### config.mk
export PLATFORM = sky130hd
export DESIGN_NAME = ssd_display_driver_flat
export DESIGN_NICKNAME = d
export VERILOG_FILES = /design/src/rtl/ssd_display_driver_if.sv /design/src/rtl/ssd_display_driver.sv /design/src/flat_wrapper.sv
export SDC_FILE = /design/constraint.sdc
export NUM_CORES = 1
export LEC_CHECK = 0
export BUFFER_PORTS_ARGS = -buffer_cell sky130_fd_sc_hd__buf_4
export CAP_MARGIN = 20
export CORE_MARGIN = 2
export CORE_UTILIZATION = 55
export DETAILED_ROUTE_END_ITERATION = 8
export GPL_ROUTABILITY_DRIVEN = 0
export PLACE_DENSITY = 0.82
export SYNTH_ARGS = -nofsm -noshare
export SYNTH_HDL_FRONTEND = slang
export SYNTH_SLANG_ARGS = --single-unit
### constraint.sdc
create_clock -name clk -period 1.8 [get_ports clk]
set_input_delay 0.54 -clock clk [delete_from_list [all_inputs] [get_ports clk]]
set_output_delay 0.54 -clock clk [all_outputs]
set_load 0.01 [all_outputs]
### src/rtl/ssd_display_driver_if.sv
// Display-side bus of the seven-segment driver: value in, scanned digit pins out.
interface ssd_display_driver_if #(
  parameter int unsigned WIDTH = 13
);
  logic [WIDTH-1:0] num;
  logic [3:0]       anode;
  logic [6:0]       seg;
  logic             busy;

  modport master (output num, input anode, seg, busy);
  modport slave  (input num, output anode, seg, busy);
endinterface

### src/rtl/ssd_display_driver.sv
// Binary-to-BCD (sequential double-dabble) plus a 4-digit multiplexed
// common-anode seven-segment scanner with optional leading-zero blanking.
module ssd_display_driver #(
  parameter int unsigned WIDTH        = 13,
  parameter int unsigned REFRESH_BITS = 18,
  parameter bit          BLANK_LZ     = 1'b1
) (
  input  logic                 clk,
  input  logic                 rst,
  ssd_display_driver_if.slave  bus
);

  localparam int unsigned CNT_W = $clog2(WIDTH + 1);
  localparam int unsigned BCD_W = 16;
  localparam int unsigned SH_W  = BCD_W + WIDTH;

  typedef enum logic [1:0] {IDLE, SHIFT, DONE} state_t;

  state_t                  state;
  logic [WIDTH-1:0]        cur_val;
  logic [WIDTH-1:0]        bin_sr;
  logic [BCD_W-1:0]        bcd_sr;
  logic [CNT_W-1:0]        cnt;
  logic [3:0]              d0, d1, d2, d3;
  logic                    busy_r;
  logic [REFRESH_BITS-1:0] refresh;
  logic [3:0]              anode_r;
  logic [6:0]              seg_r;

  logic [BCD_W-1:0]        adj_c;
  logic [SH_W-1:0]         sh_c;
  logic [1:0]              sel_c;
  logic [3:0]              digit_c;
  logic                    blank_c;
  logic [3:0]              anode_c;
  logic [6:0]              seg_c;

  // Active-low {g,f,e,d,c,b,a}; non-decimal codes render blank.
  function automatic logic [6:0] enc(input logic [3:0] d);
    case (d)
      4'd0:    enc = 7'b1000000;
      4'd1:    enc = 7'b1111001;
      4'd2:    enc = 7'b0100100;
      4'd3:    enc = 7'b0110000;
      4'd4:    enc = 7'b0011001;
      4'd5:    enc = 7'b0010010;
      4'd6:    enc = 7'b0000010;
      4'd7:    enc = 7'b1111000;
      4'd8:    enc = 7'b0000000;
      4'd9:    enc = 7'b0010000;
      default: enc = 7'b1111111;
    endcase
  endfunction

  // Double-dabble step: add-3 correction on every nibble, then shift left.
  always_comb begin
    adj_c = bcd_sr;
    for (int i = 0; i < 4; i++) begin
      if (bcd_sr[4*i +: 4] >= 4'd5)
        adj_c[4*i +: 4] = bcd_sr[4*i +: 4] + 4'd3;
    end
    sh_c = {adj_c, bin_sr} << 1;
  end

  always_ff @(posedge clk or negedge rst) begin
    if (!rst) begin
      state   <= IDLE;
      cur_val <= '0;
      bin_sr  <= '0;
      bcd_sr  <= '0;
      cnt     <= '0;
      d0      <= '0;
      d1      <= '0;
      d2      <= '0;
      d3      <= '0;
      busy_r  <= 1'b0;
    end else begin
      case (state)
        IDLE: begin
          if (bus.num != cur_val) begin
            cur_val <= bus.num;
            bin_sr  <= bus.num;
            bcd_sr  <= '0;
            cnt     <= CNT_W'(WIDTH);
            busy_r  <= 1'b1;
            state   <= SHIFT;
          end
        end
        SHIFT: begin
          bcd_sr <= sh_c[SH_W-1:WIDTH];
          bin_sr <= sh_c[WIDTH-1:0];
          cnt    <= cnt - CNT_W'(1);
          if (cnt == CNT_W'(1))
            state <= DONE;
        end
        DONE: begin
          {d3, d2, d1, d0} <= bcd_sr;
          busy_r           <= 1'b0;
          state            <= IDLE;
        end
        default: state <= IDLE;
      endcase
    end
  end

  // Digit select from the top two refresh bits; blanked digits keep their anode.
  always_comb begin
    sel_c   = refresh[REFRESH_BITS-1 -: 2];
    anode_c = 4'b1111;
    digit_c = d0;
    blank_c = 1'b0;
    case (sel_c)
      2'd0: begin
        anode_c = 4'b1110;
        digit_c = d0;
      end
      2'd1: begin
        anode_c = 4'b1101;
        digit_c = d1;
        blank_c = BLANK_LZ && (d3 == 4'd0) && (d2 == 4'd0) && (d1 == 4'd0);
      end
      2'd2: begin
        anode_c = 4'b1011;
        digit_c = d2;
        blank_c = BLANK_LZ && (d3 == 4'd0) && (d2 == 4'd0);
      end
      default: begin
        anode_c = 4'b0111;
        digit_c = d3;
        blank_c = BLANK_LZ && (d3 == 4'd0);
      end
    endcase
    seg_c = blank_c ? 7'b1111111 : enc(digit_c);
  end

  always_ff @(posedge clk or negedge rst) begin
    if (!rst) begin
      refresh <= '0;
      anode_r <= 4'b1111;
      seg_r   <= 7'b1111111;
    end else begin
      refresh <= refresh + REFRESH_BITS'(1);
      anode_r <= anode_c;
      seg_r   <= seg_c;
    end
  end

  assign bus.anode = anode_r;
  assign bus.seg   = seg_r;
  assign bus.busy  = busy_r;

endmodule

### src/flat_wrapper.sv
// flat-port wrapper written by rule: the top's interface ports become plain ports
module ssd_display_driver_flat 
#(
  parameter int unsigned WIDTH        = 13,
  parameter int unsigned REFRESH_BITS = 18,
  parameter bit          BLANK_LZ     = 1'b1
)
  (clk, rst, bus_num, bus_anode, bus_seg, bus_busy);
  ssd_display_driver_if #(.WIDTH(WIDTH)) bus_i ();
  input  logic clk;
  input  logic rst;
  input wire logic [$bits(bus_i.num)-1:0] bus_num;
  output wire logic [$bits(bus_i.anode)-1:0] bus_anode;
  output wire logic [$bits(bus_i.seg)-1:0] bus_seg;
  output wire logic [$bits(bus_i.busy)-1:0] bus_busy;
  assign bus_i.num = bus_num;
  assign bus_anode = bus_i.anode;
  assign bus_seg = bus_i.seg;
  assign bus_busy = bus_i.busy;
  ssd_display_driver #(.WIDTH(WIDTH), .REFRESH_BITS(REFRESH_BITS), .BLANK_LZ(BLANK_LZ)) u_core (.clk(clk), .rst(rst), .bus(bus_i));
endmodule
==> metrics, run 1 <==
Rel. slew slack=68.93%; detailed placement HPWL=6357 µm; worst setup path start=u_core.cur_val[11]$_DFFE_PN0P_; Reg-to-Reg End=u_core.cur_val[10]$_DFFE_PN0P_; Synth Area in Adders=3.895%; EDFF count, synth=0; status=finished with violations; post-synthesis sequential area ratio=52.62%; antenna violations before repair=0; Max VDD drop=0.8750 mV; Compound-Gate Fraction of Synth Area=12.47%; Clk pwr share=16.9%; Gate power share=38.2%; share of cells above drive strength 1=29.87%; total power=7.701 mW; vias=3183; commonest non-fill, non-tap cells in the layout=dfrtp_1 (82), buf_4 (56), mux2_2 (28); power per cell area=1432 nW/µm²; Netlist Area Pre-Place=4497 µm²; Worst setup EP type=flip-flop; DRC violations left=0; library cells used by synthesis=40; placed cell area=5039 µm²; Max Fclk=542.3 MHz; number of placed instances, taps included=530; vias per cell=5.745; switch share=35.74%; worst setup margin=-43.89 ps; die area=8915 µm²; port bufs=26; worst r2r src=u_core.cur_val[11]$_DFFE_PN0P_; design area=5376 µm²; largest family of logic cells by synthesized area=compound AO/OA/AOI/OAI gates; first-pass GRT wire length=15740 µm; Synth Area in XOR/XNOR=7.012%; setup TNS=-414.1 ps; Worst Setup Start Kind=flip-flop; simple logic cell fraction of the synthesized area=11.35%; antenna diode count=0; # nets final=476; clock-pin transition on the worst setup and hold timing paths=90 ps; Layout area overhead=19.56%; Final Non-Filler Cells=554; Mean Syn Cell Area=11.74 µm²; GR Overflow Total=0; Fin Hold WS=97.33 ps; crit-path max FO=4; sequential power share=44.9%; core box area=7807 µm²; Yosys warning count=0; post-route ant nets=0; final setup fails=19; HP Class=in2async; mux share of post-synthesis cell area=9.265%; cell count after synthesis=383; Chip Width=94.42 µm; Bufs on Longest Clock Path=2; RSZ-0062 raised after global routing=true; pre-CTS WS=-411.2 ps; Mapped Nets=412; CTS tree=yes; Pleak=2.583 nW; Worst R2R Path Depth=7; R2R setup slack=-40 ps; Async S/R FF share, synth=100.0%; vias in the first global route=3252; initial DRC count=239; CTS Buf Count=9; final hold viol count=0; final worst-path cycle share=102.4%; Cell Int Power=4.949 mW; Sw Pwr=2.753 mW; GRT Resource Usage Total=22.78%; failing checks=negative setup slack; routed len/inst=16.69 µm; clock root buffer master=clkbuf_8; hold buffers post-CTS=0; arrival time at the worst endpoint=2090 ps; standard-cell rows=32; Worst-Skew Late Latency=360 ps; clk_skew=9.849 ps; synthesized flop and latch total=94; Tightest Pin Transition=466.1 ps; most common cell after layout, fill and taps aside=dfrtp_1; CTS Sinks=94; H-tree levels=3; die height=94.42 µm; max-slew violations=0; largest net degree at the start of global routing=29; most common flop cell mapped by yosys=dfrtp_1; Max Cap Viol=0; I/O Pins=27; worst endpoint required time=2050 ps; wirelength, routed=9245 µm; final cell utilization of the core=68.86%; DRT Pass-1 Iters=4; Initial Util=57.60%; Setup CP Type=reg2reg; Min Clock Period, post-route=1844 ps
## cells by family after synthesis
group                    after synthesis
adder cells (fa/ha/maj)               14
buffers and inverters                 35
XOR/XNOR                              36
AND/OR/NAND/NOR                       95
AO/OA/AOI/OAI                         76
flip-flops                            94
multiplexers                          33
## sequential cells by signal, indices dropped and copies added, names as in the netlist, 4 cells and up
| name | count |
|---|---|
| u_core.refresh | 18 |
| u_core.bcd_sr | 16 |
| u_core.bin_sr | 13 |
| u_core.cur_val | 13 |
| u_core.bus.seg | 7 |
| u_core.bus.anode | 4 |
| u_core.cnt | 4 |
| u_core.d0 | 4 |
| u_core.d1 | 4 |
| u_core.d2 | 4 |
| u_core.d3 | 4 |
## worst max-delay path: stages, from the launching register on
cell     delay, ps
dfrtp_1        400
xor2_1         140
nor4_1         280
nand4_1        150
nor3b_4        190
buf_6          150
buf_4          150
mux2_2         270
## cell type report
cell class / count / area, µm²
fillers: 557 / 2431
flip-flops and latches: 94 / 2367
multi-input cells: 255 / 2024
repair buffers: 68 / 608.1
well taps: 102 / 127.6
clock buffers: 9 / 123.9
inverters: 19 / 71.32
clock inverters: 7 / 53.80
## worst max path at each step
stage                                           to  slack, ps  cells past startpoint
finish              u_core.cur_val[10]$_DFFE_PN0P_        -40                      7
detailed placement    u_core.bin_sr[0]$_DFFE_PN0P_       -410                      8
floorplan             u_core.bin_sr[0]$_DFFE_PN0P_       -170                      6
global route          u_core.bin_sr[9]$_DFFE_PN0P_       -130                      7
CTS                   u_core.bin_sr[0]$_DFFE_PN0P_        -10                      7
global placement      u_core.bin_sr[0]$_DFFE_PN0P_       -390                      8
## synthesized netlist by cell type, drive strengths merged (8+ instances only)
cell type / count / area [µm²]
a211o: 12 / 105.1
a22o: 25 / 219.0
clkbuf: 9 / 33.78
dfrtp: 83 / 2077
dfstp: 11 / 289.0
ha: 14 / 175.2
inv: 19 / 71.32
mux2: 29 / 326.6
nand2: 25 / 93.84
nand2b: 8 / 50.05
nor2: 14 / 52.55
nor3: 9 / 45.04
nor3b: 14 / 116.4
o21ai: 18 / 90.09
xnor2: 17 / 148.9
xor2: 19 / 166.4
## power by group through the flow
stage / sequential (mW) / clock (mW) / combinational, mW
detailed placement: 3.47 / 0 / 2.74
global route: 3.56 / 1.43 / 3.28
global placement: 3.43 / 0 / 2.56
CTS: 3.43 / 1.33 / 2.84
finish: 3.46 / 1.30 / 2.94
floorplan: 3.30 / 0 / 2.03
## what timing repair did
item,in CTS,in global routing
pin swaps,3,5
gates cloned,1,2
setup buffers,3,2
resized for setup,8,9
endpoints found under the setup margin,30,51
## metal layers
metal | GRT usage, % | wire length, µm
met4 | 6.643 | 109
met1 | 29.43 | 4009
met3 | 4.868 | 461
met5 | 0 | 0
met2 | 38.93 | 4665
(Power assumes the default switching activity.)
==> run 2: changes to the inputs <==
--- a/config.mk
+++ b/config.mk
@@ -11,7 +11,7 @@
 export CORE_UTILIZATION = 55
 export DETAILED_ROUTE_END_ITERATION = 8
 export GPL_ROUTABILITY_DRIVEN = 0
-export PLACE_DENSITY = 0.82
+export PLACE_DENSITY_LB_ADDON = 0.12
 export SYNTH_ARGS = -nofsm -noshare
 export SYNTH_HDL_FRONTEND = slang
 export SYNTH_SLANG_ARGS = --single-unit
==> run 2 against run 1 <==
The run still ends with negative setup slack left. Register-to-register slack about the same. Maximum frequency increased by 0.48%. Total power increased by 2.0%. Die area stayed put. Critical path depth unchanged. Combinational power shrank 2%. Sequential power hardly changed. Sequential share of layout area is 0.072 points lower. Non-clock buffer count shrank 4. Highest routed layer unchanged.
==> metrics, run 2 (synthesis gave the netlist of run 1 again) <==
status=finished with violations; failing checks=negative setup slack; clk_skew=9.450 ps (-0.3982 ps); worst setup margin=-35.11 ps (+8.782 ps); Final Non-Filler Cells=550 (-0.72%); GRT Resource Usage Total=21.10% (-1.7 points); CTS Buf Count=9 (unchanged); Min Clock Period, post-route=1835 ps (-8.782 ps); I/O Pins=27 (unchanged); Fill cells=587 (+5.4%); clock-pin transition on the worst setup and hold timing paths=100 ps (about the same); die height=94.42 µm (unchanged); Fin Hold WS=121.7 ps (+24.34 ps); Setup CP Type=reg2reg; # nets final=472 (-0.84%); Initial Util=57.60% (unchanged); switch share=34.24% (-1.5 points); final setup fails=22 (+3); Seq. cell area=2367 µm² (unchanged); largest net degree at the start of global routing=32 (+10%); most common cell after layout, fill and taps aside=dfrtp_1; CTS tree=yes; footprint of the multi-input gates=2026 µm² (about the same); worst endpoint required time=2040 ps (about the same); Worst-Skew Late Latency=360 ps (about the same); worst r2r src=u_core.cur_val[8]$_DFFE_PN0P_; Reg-to-Reg End=u_core.bin_sr[0]$_DFFE_PN0P_; Cell Int Power=5.166 mW (+4.4%); CTS Sinks=94 (unchanged); Clk pwr share=19.6% (+2.7 points); port bufs=26 (unchanged); R2R setup slack=-40 ps (about the same); commonest non-fill, non-tap cells in the layout=dfrtp_1 (82), buf_4 (54), mux2_2 (28); first-pass GRT wire length=14680 µm (-6.7%); antenna violations before repair=0 (unchanged); top flop regs=u_core.refresh: 18 flops, u_core.bcd_sr: 16 flops; sequential power share=43.9% (-1.0 points); Pleak=2.591 nW (+0.31%); share of cells above drive strength 1=29.24% (-0.63 points); Gate power share=36.5% (-1.7 points); clock root buffer master=clkbuf_8; worst setup path start=u_core.cur_val[8]$_DFFE_PN0P_; Worst Setup Start Kind=flip-flop; crit path to=u_core.bin_sr[0]$_DFFE_PN0P_; vias per cell=5.598 (-2.6%); standard-cell rows=32 (unchanged); Max Cap Viol=0 (unchanged); initial DRC count=123 (-49%); HP Class=in2async; DRC violations left=0 (unchanged); GR Overflow Total=0 (unchanged); max-slew violations=0 (unchanged); vias=3079 (-3.3%); H-tree levels=3 (unchanged); Layout area overhead=19.76%; Worst setup EP type=flip-flop; power per cell area=1459 nW/µm² (+1.8%); Bufs on Longest Clock Path=2 (unchanged); antenna diode count=0 (unchanged); crit-path max FO=5 (+1); final worst-path cycle share=102.0% (-0.49 points); Max VDD drop=0.7287 mV (-17%); Top reg by flops=u_core.refresh; arrival time at the worst endpoint=2080 ps (about the same); post-route ant nets=0 (unchanged); die area=8915 µm² (unchanged); Tightest Pin Transition=450.1 ps (-16.00 ps); RSZ-0062 raised after global routing=true; Sw Pwr=2.690 mW (-2.3%); vias in the first global route=3142 (-3.4%); Chip Width=94.42 µm (unchanged); Worst R2R Path Depth=7 (unchanged); hold buffers post-CTS=0 (unchanged); Max Fclk=544.9 MHz (+0.48%); Largest register FFs=18 (unchanged); final hold viol count=0 (unchanged); core box area=7807 µm² (unchanged); DRT Pass-1 Iters=4 (unchanged); detailed placement HPWL=6009 µm (-5.5%); number of placed instances, taps included=529 (-0.19%); routed len/inst=15.87 µm (-4.9%); wirelength, routed=8731 µm (-5.6%); Rel. slew slack=69.99% (+1.1 points)
[run 2: cell types whose count changed in the layout (fill, tap and decap cells not counted), sizes merged]
cell and delta:
buf -4, clkinvlp -1, inv -2, clkbuf +3
[run 2: final cells by class]
cell class / count / area share, %
Sequential cell: 94 / 43.96
Multi-Input combinational cell: 255 / 37.62
Timing Repair Buffer: 64 / 10.50
Clock buffer: 12 / 3.694
Tap cell: 102 / 2.370
Inverter: 19 / 1.324
Clock inverter: 4 / 0.5344
[run 2: how the worst min path moves through the flow]
stage / startpoint / slack (ps) / endpoint
after floorplan: rst / 240 / u_core.bcd_sr[0]$_DFFE_PN0P_
after global placement: u_core.refresh[0]$_DFF_PN0_ / 440 / u_core.refresh[0]$_DFF_PN0_
after detailed placement: u_core.refresh[0]$_DFF_PN0_ / 450 / u_core.refresh[0]$_DFF_PN0_
after CTS: rst / 120 / u_core.state[0]$_DFFE_PN0P_
after global routing: rst / 140 / u_core.bcd_sr[4]$_DFFE_PN0P_
final: rst / 120 / u_core.bcd_sr[2]$_DFFE_PN0P_
[run 2: per-stage QoR]
stage               cell area (µm²)  util, %  TNS, ps  setup WS [ps]  power [mW]
floorplan                      4502        -    -2960         -172.4       5.329
global placement               5031    64.44   -16390         -442.8       6.028
detailed placement             5031    64.44   -17050         -465.3       6.170
CTS                            5305    67.95    -5005         -151.3       7.763
global route                   5385    68.97    -5453         -155.3       8.438
finish                         5385    68.97   -360.9         -35.11       7.856
[run 2: repair_timing]
item / CTS / global route
cloned: 0 / 2
setup buffers: 3 / 0
resized for setup: 7 / 9
endpoints found under the setup margin: 49 / 50
endpoints found under the hold margin: 0 / 0
pin swaps: 3 / 4
[run 2: worst max-delay path: stages, from the launching register on]
cell and delay (ps):
dfrtp_1 400, xor2_1 160, nor4_2 260, nand4_1 160
nor3b_4 200, buf_6 150, buf_8 120, a221o_1 280
[run 2: per-layer routing]
metal	up-vias	part of all wire, %	GRT usage (%)
met5	-	0	0
met4	0	1.2	7.729
met3	11	2.2	3.591
met1	1549	45	27.11
met2	32	51	36.13
li1	1487	-	-
[run 2: power groups by stage]
stage          sequential [mW]  clock [mW]  combinational, mW
2_1_floorplan             3.30           0               2.03
5_1_grt                   3.55        1.68               3.21
6_report                  3.45        1.54               2.87
3_5_place_dp              3.47           0               2.70
4_1_cts                   3.42        1.56               2.78
3_3_place_gp              3.43           0               2.59
==> run 3: changes to the inputs <==
--- a/config.mk
+++ b/config.mk
@@ -8,7 +8,7 @@
 export BUFFER_PORTS_ARGS = -buffer_cell sky130_fd_sc_hd__buf_4
 export CAP_MARGIN = 20
 export CORE_MARGIN = 2
-export CORE_UTILIZATION = 55
+export CORE_UTILIZATION = 45
 export DETAILED_ROUTE_END_ITERATION = 8
 export GPL_ROUTABILITY_DRIVEN = 0
 export PLACE_DENSITY_LB_ADDON = 0.12
==> run 3 against run 2 <==
The flow still finishes with violations (negative setup slack). Clock power down 8%. Design area unchanged. Count of clock-buffer cells in the layout down 1. First-iteration DRC count down 15%. Final cell count up 6.5%. Register-to-register slack worse by 60 ps. Total power down 2.2%. Setup slack worse by 60 ps. Critical path type unchanged. Largest cell class unchanged. Largest power group unchanged. Highest routed layer unchanged.
==> metrics, run 3 (synthesis gave the netlist of run 1 again) <==
status=finished with violations; failing checks=negative setup slack; Worst-Skew Late Latency=360 ps (about the same); vias=3116 (+1.2%); Fill cells=889 (+51%); top flop regs=u_core.refresh: 18 flops, u_core.bcd_sr: 16 flops; CTS Sinks=94 (unchanged); largest net degree at the start of global routing=30 (-6.3%); Largest register FFs=18 (unchanged); Worst Setup Start Kind=flip-flop; Layout area overhead=19.76% (unchanged); Max Fclk=527.6 MHz (-3.2%); total power=7.680 mW (-2.2%); initial DRC count=105 (-15%); antenna violations before repair=0 (unchanged); Max Cap Viol=0 (unchanged); H-tree levels=3 (unchanged); core box area=9729 µm² (+25%); placed cell area=5087 µm² (+1.1%); Max VDD drop=0.5520 mV (-24%); setup TNS=-1792 ps (-1431 ps); Worst R2R Path Depth=8 (+1); RSZ-0062 raised after global routing=true; routed len/inst=15.10 µm (-4.9%); Tightest Pin Transition=430.0 ps (-20.11 ps); final setup fails=46 (+110%); Chip Width=104.0 µm (+10%); # nets final=477 (+1.1%); share of cells above drive strength 1=29.80% (+0.56 points); commonest non-fill, non-tap cells in the layout=dfrtp_1 (81), buf_4 (63), mux2_2 (29); GRT Resource Usage Total=17.42% (-3.7 points); antenna diode count=0 (unchanged); Reg-to-Reg End=u_core.bin_sr[4]$_DFFE_PN0P_; Fin Hold WS=103.9 ps (-17.73 ps); Rel. slew slack=71.33% (+1.3 points); worst r2r src=u_core.cur_val[2]$_DFFE_PN0P_; worst setup margin=-95.36 ps (-60.24 ps); worst endpoint required time=2060 ps (+20 ps); most common cell after layout, fill and taps aside=dfrtp_1; DRC violations left=0 (unchanged); Initial Util=46.22% (-11 points); standard-cell rows=36 (+13%); power per cell area=1426 nW/µm² (-2.2%); pre-CTS WS=-504.8 ps (-39.55 ps); post-route ant nets=0 (unchanged); vias per cell=5.317 (-5.0%); HP Class=in2async; DRT Pass-1 Iters=4 (unchanged); clk_skew=14.05 ps (+4.595 ps); crit path to=u_core.bin_sr[4]$_DFFE_PN0P_; die area=10810 µm² (+21%); arrival time at the worst endpoint=2150 ps (+70 ps); R2R setup slack=-100 ps (-60 ps); die height=104.0 µm (+10%); vias in the first global route=3152 (+0.32%); I/O Pins=27 (unchanged); CTS tree=yes; Min Clock Period, post-route=1895 ps (+60.24 ps); clock-pin transition on the worst setup and hold timing paths=100 ps (about the same); wirelength, routed=8847 µm (+1.3%); design area=5385 µm² (unchanged); worst setup path start=u_core.cur_val[2]$_DFFE_PN0P_; Bufs on Longest Clock Path=2 (unchanged); max-slew violations=0 (unchanged); first-pass GRT wire length=15350 µm (+4.6%); Top reg by flops=u_core.refresh; Setup CP Type=reg2reg; clock root buffer master=clkbuf_8; final worst-path cycle share=105.3% (+3.3 points); Pleak=2.583 nW (-0.32%); GR Overflow Total=0 (unchanged); CTS Buf Count=9 (unchanged); final hold viol count=0 (unchanged); detailed placement HPWL=6022 µm (+0.22%); crit-path max FO=8 (+3); port bufs=26 (unchanged); Worst setup EP type=flip-flop
-- run 3: changes by cell type in the layout (fill, tap and decap cells not counted), moves of 2 or more --
cell,change
buf_4,+9
clkbuf_16,-3
buf_8,-2
inv_4,-2
inv_6,+2
-- run 3: power by group --
| part | internal (mW) | leakage, nW | total [mW] | switching (mW) |
|---|---|---|---|---|
| clock | 0.633 | 0.105 | 1.41 | 0.777 |
| combinational | 1.54 | 1.31 | 2.83 | 1.29 |
| sequential | 2.83 | 1.17 | 3.44 | 0.609 |
-- run 3: how the worst min path moves through the flow --
| stage | slack, ps | endpoint | startpoint | cells past startpoint |
|---|---|---|---|---|
| 6_report | 100 | u_core.cnt[2]$_DFFE_PN0P_ | rst | 1 |
| 5_1_grt | 130 | u_core.cnt[2]$_DFFE_PN0P_ | rst | 1 |
| 4_1_cts | 100 | u_core.bcd_sr[3]$_DFFE_PN0P_ | rst | 1 |
| 3_5_place_dp | 450 | u_core.refresh[0]$_DFF_PN0_ | u_core.refresh[0]$_DFF_PN0_ | 1 |
| 3_3_place_gp | 450 | u_core.refresh[0]$_DFF_PN0_ | u_core.refresh[0]$_DFF_PN0_ | 1 |
| 2_1_floorplan | 240 | u_core.bcd_sr[0]$_DFFE_PN0P_ | rst | 0 |
-- run 3: cell type report --
cell class              count  area (µm²)  area share, %
repair buffers             69       558.0          10.36
multi-input cells         255        2022          37.55
inverters                  19       71.32          1.324
flip-flops and latches     94        2369          43.98
clock buffers              11       162.7          3.020
well taps                 133       166.4          3.090
clock inverters             5       36.28         0.6738
-- run 3: through the flow --
| step | std cells | util [%] |
|---|---|---|
| detailed placement | 564 | 52.29 |
| floorplan | 383 | - |
| global route | 586 | 55.35 |
| global placement | 564 | 52.29 |
| finish | 586 | 55.35 |
| CTS | 583 | 54.91 |
-- run 3: routing by layer --
layer | global-route usage, % | vias up | share of wire [%]
li1 | - | 1490 | -
met1 | 24.27 | 1567 | 49
met2 | 28.24 | 47 | 48
met3 | 2.193 | 12 | 2.5
met4 | 6.081 | 0 | 1.2
met5 | 0 | - | 0
-- run 3: worst max-delay path: stages (launching register included) --
cell	delay (ps)
dfrtp_1	390
xor2_1	150
nor4_1	280
buf_4	150
nand4_1	90
nor3b_4	180
buf_6	150
buf_6	130
a211o_1	280
-- run 3: what timing repair did --
item / in CTS / in global routing
hold endpoints to repair: 0 / 0
setup buffers: 2 / 2
pin swaps: 3 / 3
gates resized for setup: 9 / 2
gates cloned: 1 / 1
setup endpoints to repair: 48 / 50
hold buffers: 0 / 0
